`src/rtl/tick_gen_pkg.sv`:
```
// rtl/tick_gen_pkg.sv - shared constants and state type for the tick rate generator
package tick_gen_pkg;

   // Two-state control: parked, or generating ticks
   typedef enum logic {
      IDLE = 1'b0,
      RUN  = 1'b1
   } state_t;

   // Divide value in force after reset
   localparam int DEFAULT_DIV = 1000;

endpackage

```
`src/rtl/tick_div_shadow.sv`:
```
// rtl/tick_div_shadow.sv - divide-value shadow register with load handshake and boundary apply
module tick_div_shadow #(
   parameter int WIDTH       = 16,
   parameter int DEFAULT_DIV = 1000
) (
   input  logic             clk,
   input  logic             rst,
   input  logic [WIDTH-1:0] div_in,
   input  logic             div_valid,
   output logic             div_ready,
   input  logic             running,
   input  logic             boundary,
   input  logic             leave,
   output logic [WIDTH-1:0] div_act
);

   logic             pending;
   logic [WIDTH-1:0] shadow;
   logic             accept;

   // One shadow slot: a new value is taken only while nothing is waiting to be applied
   assign div_ready = ~pending;
   assign accept    = div_valid & ~pending;

   // Loads go straight to the active divide when parked; while running they wait for the
   // period boundary so the period in progress keeps its length. Leaving RUN flushes the slot.
   always_ff @(posedge clk or negedge rst) begin
      if (!rst) begin
         div_act <= WIDTH'(DEFAULT_DIV);
         shadow  <= '0;
         pending <= 1'b0;
      end else if (!running) begin
         if (accept) begin
            div_act <= div_in;
         end
      end else if (leave) begin
         if (accept) begin
            div_act <= div_in;
         end else if (pending) begin
            div_act <= shadow;
         end
         pending <= 1'b0;
      end else if (boundary && pending) begin
         div_act <= shadow;
         pending <= 1'b0;
      end else if (accept) begin
         shadow  <= div_in;
         pending <= 1'b1;
      end
   end

endmodule

```
`src/rtl/tick_gen.sv`:
```
// rtl/tick_gen.sv - programmable tick rate generator with burst and start/stop control
module tick_gen #(
   parameter int WIDTH       = 16,
   parameter int BURST_W     = 8,
   parameter int DEFAULT_DIV = tick_gen_pkg::DEFAULT_DIV
) (
   input  logic               clk,
   input  logic               rst,
   input  logic [WIDTH-1:0]   div_in,
   input  logic               div_valid,
   output logic               div_ready,
   input  logic [BURST_W-1:0] burst_len,
   input  logic               start,
   input  logic               stop,
   output logic               tick,
   output logic               busy,
   output logic               done
);

   import tick_gen_pkg::*;

   state_t             state;
   state_t             state_nxt;
   logic [WIDTH-1:0]   div_act;
   logic [WIDTH-1:0]   div_eff;
   logic [WIDTH-1:0]   pcnt;
   logic [BURST_W-1:0] bcnt;
   logic [BURST_W-1:0] blen;
   logic               running;
   logic               at_end;
   logic               last_tick;
   logic               boundary;
   logic               leave;
   logic               launch;

   // A divide of zero behaves as one so the prescaler always has a reachable terminal count
   assign div_eff   = (div_act == '0) ? WIDTH'(1) : div_act;
   assign running   = (state == RUN);
   assign at_end    = (pcnt == (div_eff - WIDTH'(1)));
   assign last_tick = (blen != '0) &&
                      (({1'b0, bcnt} + (BURST_W+1)'(1)) == {1'b0, blen});
   assign launch    = (state == IDLE) && start && !stop;
   // Stop outranks a tick due on the same edge, so the boundary is suppressed then
   assign boundary  = running && !stop && at_end;
   assign leave     = running && (stop || (at_end && last_tick));

   tick_div_shadow #(
      .WIDTH       (WIDTH),
      .DEFAULT_DIV (DEFAULT_DIV)
   ) u_shadow (
      .clk       (clk),
      .rst       (rst),
      .div_in    (div_in),
      .div_valid (div_valid),
      .div_ready (div_ready),
      .running   (running),
      .boundary  (boundary),
      .leave     (leave),
      .div_act   (div_act)
   );

   // State register
   always_ff @(posedge clk or negedge rst) begin
      if (!rst) begin
         state <= IDLE;
      end else begin
         state <= state_nxt;
      end
   end

   // Next-state: start from IDLE, leave RUN on stop or on the final tick of a burst
   always_comb begin
      state_nxt = state;
      case (state)
         IDLE: begin
            if (start && !stop) begin
               state_nxt = RUN;
            end
         end
         RUN: begin
            if (stop) begin
               state_nxt = IDLE;
            end else if (at_end && last_tick) begin
               state_nxt = IDLE;
            end
         end
         default: state_nxt = IDLE;
      endcase
   end

   // State-decoded outputs
   always_comb begin
      busy = (state == RUN);
   end

   // Prescaler, burst counter and registered tick/done
   always_ff @(posedge clk or negedge rst) begin
      if (!rst) begin
         pcnt <= '0;
         bcnt <= '0;
         blen <= '0;
         tick <= 1'b0;
         done <= 1'b0;
      end else if (!running) begin
         tick <= 1'b0;
         done <= 1'b0;
         if (launch) begin
            pcnt <= '0;
            bcnt <= '0;
            blen <= burst_len;
         end
      end else if (stop) begin
         pcnt <= '0;
         tick <= 1'b0;
         done <= 1'b0;
      end else if (at_end) begin
         pcnt <= '0;
         tick <= 1'b1;
         done <= last_tick;
         if ((blen != '0) && (bcnt != '1)) begin
            bcnt <= bcnt + BURST_W'(1);
         end
      end else begin
         pcnt <= pcnt + WIDTH'(1);
         tick <= 1'b0;
         done <= 1'b0;
      end
   end

endmodule

```
`config.mk`:
```
export PLATFORM = sky130hd
export DESIGN_NAME = tick_gen
export DESIGN_NICKNAME = d
export VERILOG_FILES = /design/src/rtl/tick_gen_pkg.sv /design/src/rtl/tick_div_shadow.sv /design/src/rtl/tick_gen.sv
export SDC_FILE = /design/constraint.sdc
export NUM_CORES = 1
export LEC_CHECK = 0
export BUFFER_PORTS_ARGS = -buffer_cell sky130_fd_sc_hd__buf_2
export CAP_MARGIN = 20
export CORE_MARGIN = 2
export CORE_UTILIZATION = 50
export CTS_BUF_LIST = sky130_fd_sc_hd__clkbuf_8
export DETAILED_ROUTE_END_ITERATION = 12
export PLACE_DENSITY = 0.65
export SLEW_MARGIN = 0
export SYNTH_ARGS = -nofsm -noshare
export SYNTH_HDL_FRONTEND = slang
export SYNTH_SLANG_ARGS = --single-unit
```
`constraint.sdc`:
```
create_clock -name clk -period 6.2 [get_ports clk]
set_input_delay 1.24 -clock clk [delete_from_list [all_inputs] [get_ports clk]]
set_output_delay 1.24 -clock clk [all_outputs]
set_load 0.01 [all_outputs]
```
==> results of run 1 <==
## registers in the layout, summed over array words and instances, names as in the netlist
name / cells
bcnt: 8
u_shadow.pending: 1
busy: 1
u_shadow.shadow: 16
tick: 1
done: 1
blen: 8
pcnt: 16
u_shadow.div_act: 16
## cells by family after synthesis
logic type,share of synthesized area
multiplexers,0.174
adder cells (fa/ha/maj),0.00926
XOR/XNOR,0.0691
AO/OA/AOI/OAI,0.105
AND/OR/NAND/NOR,0.194
flip-flops,0.422
buffers and inverters,0.0278
## per-stage QoR
stage                     cell area (um2)  worst slack [ns]  utilization
after floorplan                      4050              1.68            -
after global placement               4270              1.36        0.547
after detailed placement             4270              1.25        0.547
after CTS                            4520              1.20        0.579
after global routing                 4530             0.936        0.580
final                                4530              1.23        0.580
## final cells by class
cell class	instances	area [um2]	share of cell area
multi-input combinational	306	2230	0.493
sequential	68	1710	0.377
timing repair buffer	36	190	0.0420
tap	102	128	0.0282
clock buffer	9	124	0.0273
clock inverter	7	124	0.0273
inverter	6	22.5	0.00497
## layer usage
| layer | vias to the layer above | wire (um) | share of wire |
|---|---|---|---|
| li1 | 1514 | - | - |
| met3 | 13 | 256 | 0.032 |
| met1 | 1470 | 4010 | 0.49 |
| met2 | 47 | 3680 | 0.45 |
| met4 | 0 | 162 | 0.020 |
| met5 | - | 0 | 0 |
## worst max-delay path, stage by stage, from the launching register on
cell and delay (ns):
dfrtp_1 0.42, or3_4 0.41, or4b_1 0.61, nor3_1 0.18, a21oi_1 0.09, ha_1 0.33
xor2_1 0.14, nand2_1 0.05, or4_1 0.49, nor4_1 0.37, nand4_1 0.24, o31a_1 0.37
a21o_1 0.45, mux2_1 0.43, mux2_2 0.26
## power by group through the flow
| stage | Sequential [uW] | Combinational (uW) | Clock (uW) |
|---|---|---|---|
| global placement | 738 | 503 | 0 |
| finish | 737 | 516 | 452 |
| global route | 762 | 576 | 478 |
| detailed placement | 745 | 513 | 0 |
| CTS | 736 | 516 | 463 |
| floorplan | 672 | 459 | 0 |
## path summary, 6_finish.rpt
| path | end | slack, ns | depth (start not counted) |
|---|---|---|---|
| max | u_shadow.div_act[2] | 1.23 | 14 |
| min | u_shadow.pending | 0.51 | 2 |
| max reg2reg | u_shadow.div_act[2] | 1.23 | 14 |
| min reg2reg | u_shadow.pending | 0.51 | 2 |
| max in group asynchronous | u_shadow.shadow[0] | 4.57 | 2 |
| min in group asynchronous | pcnt[12] | 1.08 | 2 |
## Yosys cell counts, drive strengths merged (8+ instances only)
cell type  instances  area [um2]
dfrtp             62        1550
mux2              56         664
o21ai             37         185
nand2             31         116
nor2              21        78.8
nand3             20         100
xor2              20         175
clkbuf            16        60.1
xnor2             12         105
nor3              11        55.1
and3               9        56.3
nor4               9        62.6
a21oi              8        40.0
nand2b             8        50.1
==> flow_summary.json, run 1 <==
{
  "timing.final.crit_share": 0.801,
  "p_leak_uw": 0.00192,
  "nFillCells": 675,
  "grt_use_met3": 0.0377,
  "critPathKind": "flip-flop to flip-flop",
  "cts_made_buffers": 9,
  "grt.total_usage": 0.204,
  "p_int_uw": 1130,
  "antenna_cells": 0,
  "cp-startpoint": "u_shadow.div_act[10]",
  "antenna_found_initial": 0,
  "grt_overflow_total": 0,
  "relSlewSlack": 0.431,
  "grt.busiest_layer": "met2",
  "drtPass1Iterations": 4,
  "synthFlopType": "dfrtp_1",
  "cap_violations": 0,
  "reg2reg_from": "u_shadow.div_act[10]",
  "dpl.hpwl_um": 5740,
  "synth_area_mm2": 0.00405,
  "fin_skew_ns": 0.0135,
  "synth-seq-area-share": 0.422,
  "grtUsageMet1": 0.285,
  "p_total_uw": 1700,
  "clkLatencyLatePin_ns": 0.36,
  "drt_iter0_markers": 114,
  "status": "completed",
  "period_minus_slack_ns": 4.97,
  "grt_use_met2": 0.304,
  "worstPathRequired_ns": 6.43,
  "async_flop_share": 1.00,
  "ir_drop_mv": 0.239,
  "worstPathArrival_ns": 5.20,
  "path_clk_slew_ns": 0.07,
  "wirelength_um": 8110,
  "end_kind": "flip-flop",
  "final_common_cell": "dfrtp_1",
  "hold_ws_ns": 0.505,
  "fmax_ghz": 0.201,
  "synthCells": 401,
  "cts_sinks": 68,
  "slew_violations": 0,
  "cts_resized": 0,
  "placed_cells": 517,
  "startpoint_type": "flip-flop",
  "postCtsHoldBufs": 0,
  "finalSetupTns_ns": 0,
  "min_from": "u_shadow.pending",
  "ys_ff_latch": 68,
  "num_rows": 32,
  "viasPerCell": 5.70,
  "layout_common_cells": "dfrtp_1, mux2_2, o21ai_0",
  "yosys_warnings": 0,
  "cp_max_fo": 16,
  "htree_levels": 3,
  "cts_tree": "yes",
  "via_count": 3044,
  "powerDensity_mw_per_mm2": 376,
  "hp-class": "flip-flop to flip-flop",
  "synth_edf_count": 0,
  "worst_pin_slew_ns": 0.853,
  "fp.dieH_um": 94.0,
  "power.share.switching": 0.339,
  "grt_pass1_vias": 2913,
  "synth_cell_types": 55,
  "p_switching_uw": 577,
  "place_congestion": 0.835,
  "clockBufferDepth": 2,
  "ant_nets": 0,
  "clockRootBuffer": "clkbuf_8",
  "grt_setup_unrepaired": "false",
  "start_util": 0.519,
  "final-instance-count-excl-fill": 534,
  "finalNetCount": 459,
  "seq_power_share": 0.432,
  "drc": 0,
  "avgSynthCellArea_um2": 10.1,
  "finalSetupViolations": 0,
  "clkPwrFrac": 0.265,
  "grt_pass1_wl_um": 14100,
  "grt_start_max_net_pins": 69,
  "core_area_mm2": 0.00781,
  "p_comb_frac": 0.303,
  "post_cts_buffers": 0,
  "synth_nets": 433,
  "wl_per_cell_um": 15.2,
  "port_buffers": 32,
  "dieArea_mm2": 0.00884,
  "syn_to_final_growth_pct": 11.7,
  "finalHoldViolCount": 0,
  "die_w_um": 94.0,
  "io_pins": 33,
  "post_route_cells_drive_above_1_share": 0.266
}
(Power assumes the default switching activity.)
==> run 2, diff against run 1 <==
--- a/config.mk
+++ b/config.mk
@@ -5,6 +5,7 @@
 export SDC_FILE = /design/constraint.sdc
 export NUM_CORES = 1
 export LEC_CHECK = 0
+export ABC_AREA = 1
 export BUFFER_PORTS_ARGS = -buffer_cell sky130_fd_sc_hd__buf_2
 export CAP_MARGIN = 20
 export CORE_MARGIN = 2
==> constraint.sdc (replaced) <==
create_clock -name clk -period 4.6 [get_ports clk]
set_input_delay 0.92 -clock clk [delete_from_list [all_inputs] [get_ports clk]]
set_output_delay 0.92 -clock clk [all_outputs]
set_load 0.01 [all_outputs]
==> run 2 against run 1 <==
First-iteration DRC count increased by 91%. Fmax rose by 42%. Flip-flop and latch count is the same. Utilization down 2.2 points. Routed wire length is 35% higher. Critical path type unchanged. Critical endpoint is now u_shadow.div_act[4].
==> flow_summary.json, run 2 <==
{
  "status": "completed",
  "grt_pass1_vias": 3759,
  "ys_ff_latch": 68,
  "p_switching_uw": 861,
  "antenna_found_initial": 0,
  "final_common_cell": "nand2_1",
  "synth_edf_count": 0,
  "drc": 0,
  "syn_to_final_growth_pct": 8.94,
  "cts_tree": "yes",
  "worst_slack_ns": 1.09,
  "avgSynthCellArea_um2": 7.28,
  "wl_per_cell_um": 14.6,
  "powerDensity_mw_per_mm2": 441,
  "cts_resized": 0,
  "fp.dieH_um": 98.3,
  "dpl.hpwl_um": 8060,
  "fin_skew_ns": 0.00979,
  "relSlewSlack": 0.327,
  "place_congestion": 0.908,
  "p_int_uw": 1270,
  "seq_power_share": 0.413,
  "path_clk_slew_ns": 0.07,
  "reg_top3": "pcnt (16), u_shadow.div_act (16), u_shadow.shadow (16)",
  "finalHoldViolCount": 0,
  "die_w_um": 98.3,
  "dp_slack_ns": 1.09,
  "cp-startpoint": "u_shadow.div_act[6]",
  "finalSetupViolations": 0,
  "core_area_mm2": 0.00868,
  "clkLatencyLatePin_ns": 0.34,
  "critPathBufInv": 2,
  "slew_violations": 0,
  "p_comb_frac": 0.364,
  "crit_family": "simple AND/OR/NAND/NOR gates",
  "antenna_cells": 0,
  "timing.final.crit_share": 0.763,
  "drtPass1Iterations": 5,
  "reg2reg_from": "u_shadow.div_act[6]",
  "synth_top_area_frac": 0.349,
  "grt_start_max_net_pins": 45,
  "finalNetCount": 671,
  "p_leak_uw": 0.00249,
  "grt_overflow_total": 0,
  "grt.total_usage": 0.235,
  "htree_levels": 3,
  "final-instance-count-excl-fill": 751,
  "clkPwrFrac": 0.222,
  "wirelength_um": 10900,
  "start_util": 0.513,
  "slowest_stage": "dfstp_2",
  "dieArea_mm2": 0.00967,
  "worstPathRequired_ns": 4.83,
  "cts_made_buffers": 9,
  "synthTopCellsByArea": "dfrtp_1, nand2_1, nand3_1",
  "synth-seq-area-share": 0.384,
  "finalSetupTns_ns": 0,
  "postCtsHoldBufs": 0,
  "drt_iter0_markers": 218,
  "hp-class": "input pin to async pin",
  "ir_drop_mv": 0.212,
  "port_buffers": 32,
  "placed_cells": 735,
  "yosys_warnings": 0,
  "end_kind": "flip-flop",
  "via_count": 3978,
  "clockBufferDepth": 2,
  "viasPerCell": 5.30,
  "grt_pass1_wl_um": 18200,
  "cts_sinks": 68,
  "fmax_ghz": 0.285,
  "clockRootBuffer": "clkbuf_8",
  "synth_top_cells_by_count": "nand2_1, nand3_1, dfrtp_1",
  "worst_pin_slew_ns": 1.01,
  "io_pins": 33,
  "power.share.switching": 0.403,
  "worstPathCellList": "nor2_1 > nand2_2 > nor2_4 > nand2_4 > nand2_1 > inv_1 > ha_1 > nand2_2 > nor2_2 > nand2_1 > nand2_1 > nand2_1 > nand2_1 > nand2_1 > nor2_1 > nand3_1 > nor2_4 > nand3_4 > nand2_4 > inv_2 > nand2_2 > nand3_4 > nand2_1 > nand2_1",
  "final_core_util": 0.559,
  "post_cts_buffers": 0,
  "period_minus_slack_ns": 3.51,
  "synth_cell_types": 43,
  "cp_max_fo": 20,
  "startpoint_type": "flip-flop",
  "grt_setup_unrepaired": "false",
  "synth_area_mm2": 0.00445,
  "synth_nets": 643,
  "p_total_uw": 2140,
  "synthFlopType": "dfrtp_1",
  "post_route_cells_drive_above_1_share": 0.143,
  "num_rows": 34,
  "synth_most_common_cell": "nand2_1",
  "cp_common_cell": "nand2_1",
  "layout_common_cells": "nand2_1, nand3_1, dfrtp_1",
  "async_flop_share": 1.00,
  "synth_area_leader_cell": "dfrtp_1",
  "cp_slowest_stage_delay_ns": 0.60,
  "ant_nets": 0,
  "cap_violations": 0,
  "synthCells": 611,
  "critPathKind": "flip-flop to flip-flop",
  "worstPathArrival_ns": 3.73
}
==> run 2: kinds of logic after synthesis <==
kind of cell	count (synthesis)	share of synthesized area
adders and majority gates	3	0.00844
DFF	68	0.384
AOI/OAI and AO/OA	37	0.0517
and+or+nand+nor	398	0.420
buffers and inverters	77	0.0762
xor gates and xnor gates	28	0.0599
==> run 2: routing by layer <==
metal  part of all wire  track usage  vias up
li1                   -            -     2017
met3              0.048       0.0336       23
met1               0.46        0.329     1836
met5                  0            0        -
met2               0.47        0.372      102
met4              0.024       0.0896        0
==> run 2: final timing paths <==
kind / end / slack, ns / cells after the start
setup reg to reg: u_shadow.div_act[4] / 1.09 / 24
setup / recovery: u_shadow.div_act[4] / 1.09 / 24
max in group asynchronous: u_shadow.div_act[3] / 3.33 / 3
min in group clk: u_shadow.shadow[5] / 0.47 / 2
hold / removal: pcnt[12] / 0.40 / 1
hold reg to reg: u_shadow.shadow[5] / 0.47 / 2
==> run 2: stage by stage <==
step           hold slack, ns  cell area (um2)
2_1_floorplan           0.442             4450
3_3_place_gp            0.454             4640
3_5_place_dp            0.459             4640
4_1_cts                 0.477             4830
5_1_grt                 0.395             4850
6_report                0.399             4850
==> run 2: final cells by class <==
cell class	instances	area, um2
fill	881	3830
multi-input combinational	466	2400
sequential	68	1710
inverter	60	226
timing repair buffer	34	188
clock buffer	13	179
tap	108	135
clock inverter	2	8.76
==> run 2: power groups by stage <==
| stage | logic, uW | clock network (uW) | registers [uW] |
|---|---|---|---|
| after floorplan | 622 | 0 | 847 |
| after global placement | 759 | 0 | 886 |
| after detailed placement | 772 | 0 | 890 |
| after CTS | 776 | 485 | 880 |
| after global routing | 892 | 508 | 902 |
| final | 778 | 475 | 882 |
==> run 3, diff against run 2 <==
==> constraint.sdc (replaced) <==
create_clock -name clk -period 3.7 [get_ports clk]
set_input_delay 0.74 -clock clk [delete_from_list [all_inputs] [get_ports clk]]
set_output_delay 0.74 -clock clk [all_outputs]
set_load 0.01 [all_outputs]
==> run 3 against run 2 <==
Worst hold slack improved by 0.078 ns. Sequential share of layout area decreased by 0.055 points. Sequential power increased by 24%. Utilization increased by 0.087 points. Power increased by 22%. Global-route usage decreased by 0.24 points. Worst setup slack got worse by 0.66 ns. Via count decreased by 1.9%. Non-clock buffer count increased by 3.
==> flow_summary.json, run 3 (synthesis gave the netlist of run 2 again) <==
{
  "powerDensity_mw_per_mm2": 537,
  "worstPathArrival_ns": 3.56,
  "final_common_cell": "nand2_1",
  "syn_to_final_growth_pct": 9.11,
  "seq_power_share": 0.419,
  "cap_violations": 0,
  "slew_violations": 0,
  "layout_common_cells": "nand2_1, nand3_1, dfrtp_1",
  "drtPass1Iterations": 5,
  "grt.total_usage": 0.233,
  "status": "completed",
  "p_int_uw": 1520,
  "cp-startpoint": "u_shadow.div_act[6]",
  "clkPwrFrac": 0.212,
  "num_rows": 34,
  "post_route_cells_drive_above_1_share": 0.150,
  "end_kind": "flip-flop",
  "cp_max_fo": 16,
  "ff2ff_path_depth": 24,
  "p_comb_frac": 0.369,
  "clockRootBuffer": "clkbuf_8",
  "finalHoldViolCount": 0,
  "fmax_ghz": 0.306,
  "grt_pass1_vias": 3678,
  "clockBufferDepth": 2,
  "reg_top3": "pcnt (16), u_shadow.div_act (16), u_shadow.shadow (16)",
  "antenna_found_initial": 0,
  "io_pins": 33,
  "wirelength_um": 10600,
  "core_area_mm2": 0.00868,
  "dpl.hpwl_um": 8000,
  "critPathKind": "flip-flop to flip-flop",
  "ff2ff_setup_slack_ns": 0.43,
  "r2r-end": "u_shadow.div_act[7]",
  "viasPerCell": 5.17,
  "dieArea_mm2": 0.00967,
  "slowest_stage": "dfstp_2",
  "wl_per_cell_um": 14.1,
  "postCtsHoldBufs": 0,
  "via_count": 3903,
  "grt_overflow_total": 0,
  "drt_iter0_markers": 251,
  "final_core_util": 0.559,
  "start_util": 0.513,
  "fp.dieH_um": 98.3,
  "dpl-instance-area_mm2": 0.00467,
  "finalSetupTns_ns": 0,
  "antenna_cells": 0,
  "grt_start_max_net_pins": 37,
  "grt_setup_unrepaired": "false",
  "drc": 0,
  "startpoint_type": "flip-flop",
  "cts_tree": "yes",
  "p_leak_uw": 0.00249,
  "finalSetupViolations": 0,
  "relSlewSlack": 0.425,
  "worstPathRequired_ns": 3.99,
  "grt_pass1_wl_um": 18300,
  "clkLatencyLatePin_ns": 0.35,
  "ir_drop_mv": 0.231,
  "htree_levels": 3,
  "finalNetCount": 674,
  "timing.final.crit_share": 0.884,
  "place_congestion": 0.909,
  "worst_slack_ns": 0.430,
  "p_switching_uw": 1080,
  "cp_slowest_stage_delay_ns": 0.59,
  "power.share.switching": 0.415,
  "worst_pin_slew_ns": 0.863,
  "cts_made_buffers": 9,
  "critPathCapture": "u_shadow.div_act[7]",
  "fin_area_mm2": 0.00485,
  "path_clk_slew_ns": 0.08,
  "worstPathCellList": "nor2_1 > nand2_2 > nor2_4 > nand2_4 > nand2_1 > inv_1 > ha_2 > nand2_2 > nor2_2 > nand2_1 > nand2_1 > nand2_1 > nand2_1 > nand2_1 > nor2_1 > nand2_1 > nor2_4 > nand3_4 > nand2_4 > buf_6 > nand3_1 > nand2_1 > nand3_1 > nand2_1",
  "hp-class": "flip-flop to flip-flop",
  "cts_sinks": 68,
  "dp_slack_ns": 0.377,
  "ant_nets": 0,
  "die_w_um": 98.3,
  "fin_skew_ns": 0.0141,
  "cp_common_cell": "nand2_1",
  "period_minus_slack_ns": 3.27,
  "port_buffers": 32,
  "reg2reg_from": "u_shadow.div_act[6]"
}
[run 3: cell types whose count changed in the layout (fill, tap and decap cells not counted), sizes merged]
cell	before	now
buf	34	37
clkbuf	13	9
clkinvlp	0	3
inv	58	60
[run 3: how the worst min path moves through the flow]
| stage | from | end | cells past startpoint |
|---|---|---|---|
| floorplan | rst | bcnt[0] | 0 |
| global placement | u_shadow.shadow[9] | u_shadow.shadow[9] | 2 |
| detailed placement | u_shadow.shadow[11] | u_shadow.shadow[11] | 2 |
| CTS | u_shadow.shadow[11] | u_shadow.shadow[11] | 2 |
| global route | u_shadow.shadow[0] | u_shadow.shadow[0] | 2 |
| finish | u_shadow.shadow[11] | u_shadow.shadow[11] | 2 |
[run 3: worst max-delay path, delay by kind of cell, from the launching register on]
kind,cells,cell delay [ns]
buf+inv,2,0.25
fa+ha+maj,1,0.20
simple gates,21,2.14
flops,1,0.59
[run 3: final cells by class]
| class | instances | area (um2) |
|---|---|---|
| fillers | 883 | 3820 |
| well taps | 108 | 135 |
| clock buffers | 9 | 124 |
| multi-input cells | 466 | 2400 |
| inverters | 60 | 229 |
| repair buffers | 37 | 201 |
| flip-flops and latches | 68 | 1710 |
| clock inverters | 7 | 52.6 |
[run 3: metal layers]
metal,routed length [um],global-route usage,part of all wire,vias to the layer above
met4,196,0.0674,0.018,0
li1,-,-,-,2026
met5,0,0,0,-
met2,4780,0.359,0.45,90
met3,512,0.0451,0.048,14
met1,5150,0.335,0.48,1773
[run 3: power by group through the flow]
stage / combinational [uW] / sequential, uW / clock (uW)
global placement: 947 / 1100 / 0
global route: 1110 / 1120 / 603
finish: 963 / 1090 / 553
detailed placement: 954 / 1100 / 0
CTS: 958 / 1090 / 574
floorplan: 773 / 1050 / 0
[run 3: metrics by stage]
stage                     instances  power [uW]  hold WS, ns
after floorplan                 611        1830        0.442
after global placement          739        2050        0.453
after detailed placement        739        2060        0.459
after CTS                       755        2620        0.479
after global routing            755        2820        0.495
final                           755        2610        0.478
[run 3: timing repair]
action | 4_1_cts | 5_1_grt
buffers inserted | 0 | 0
setup endpoints to repair | 0 | 20
resized for setup | 0 | 4
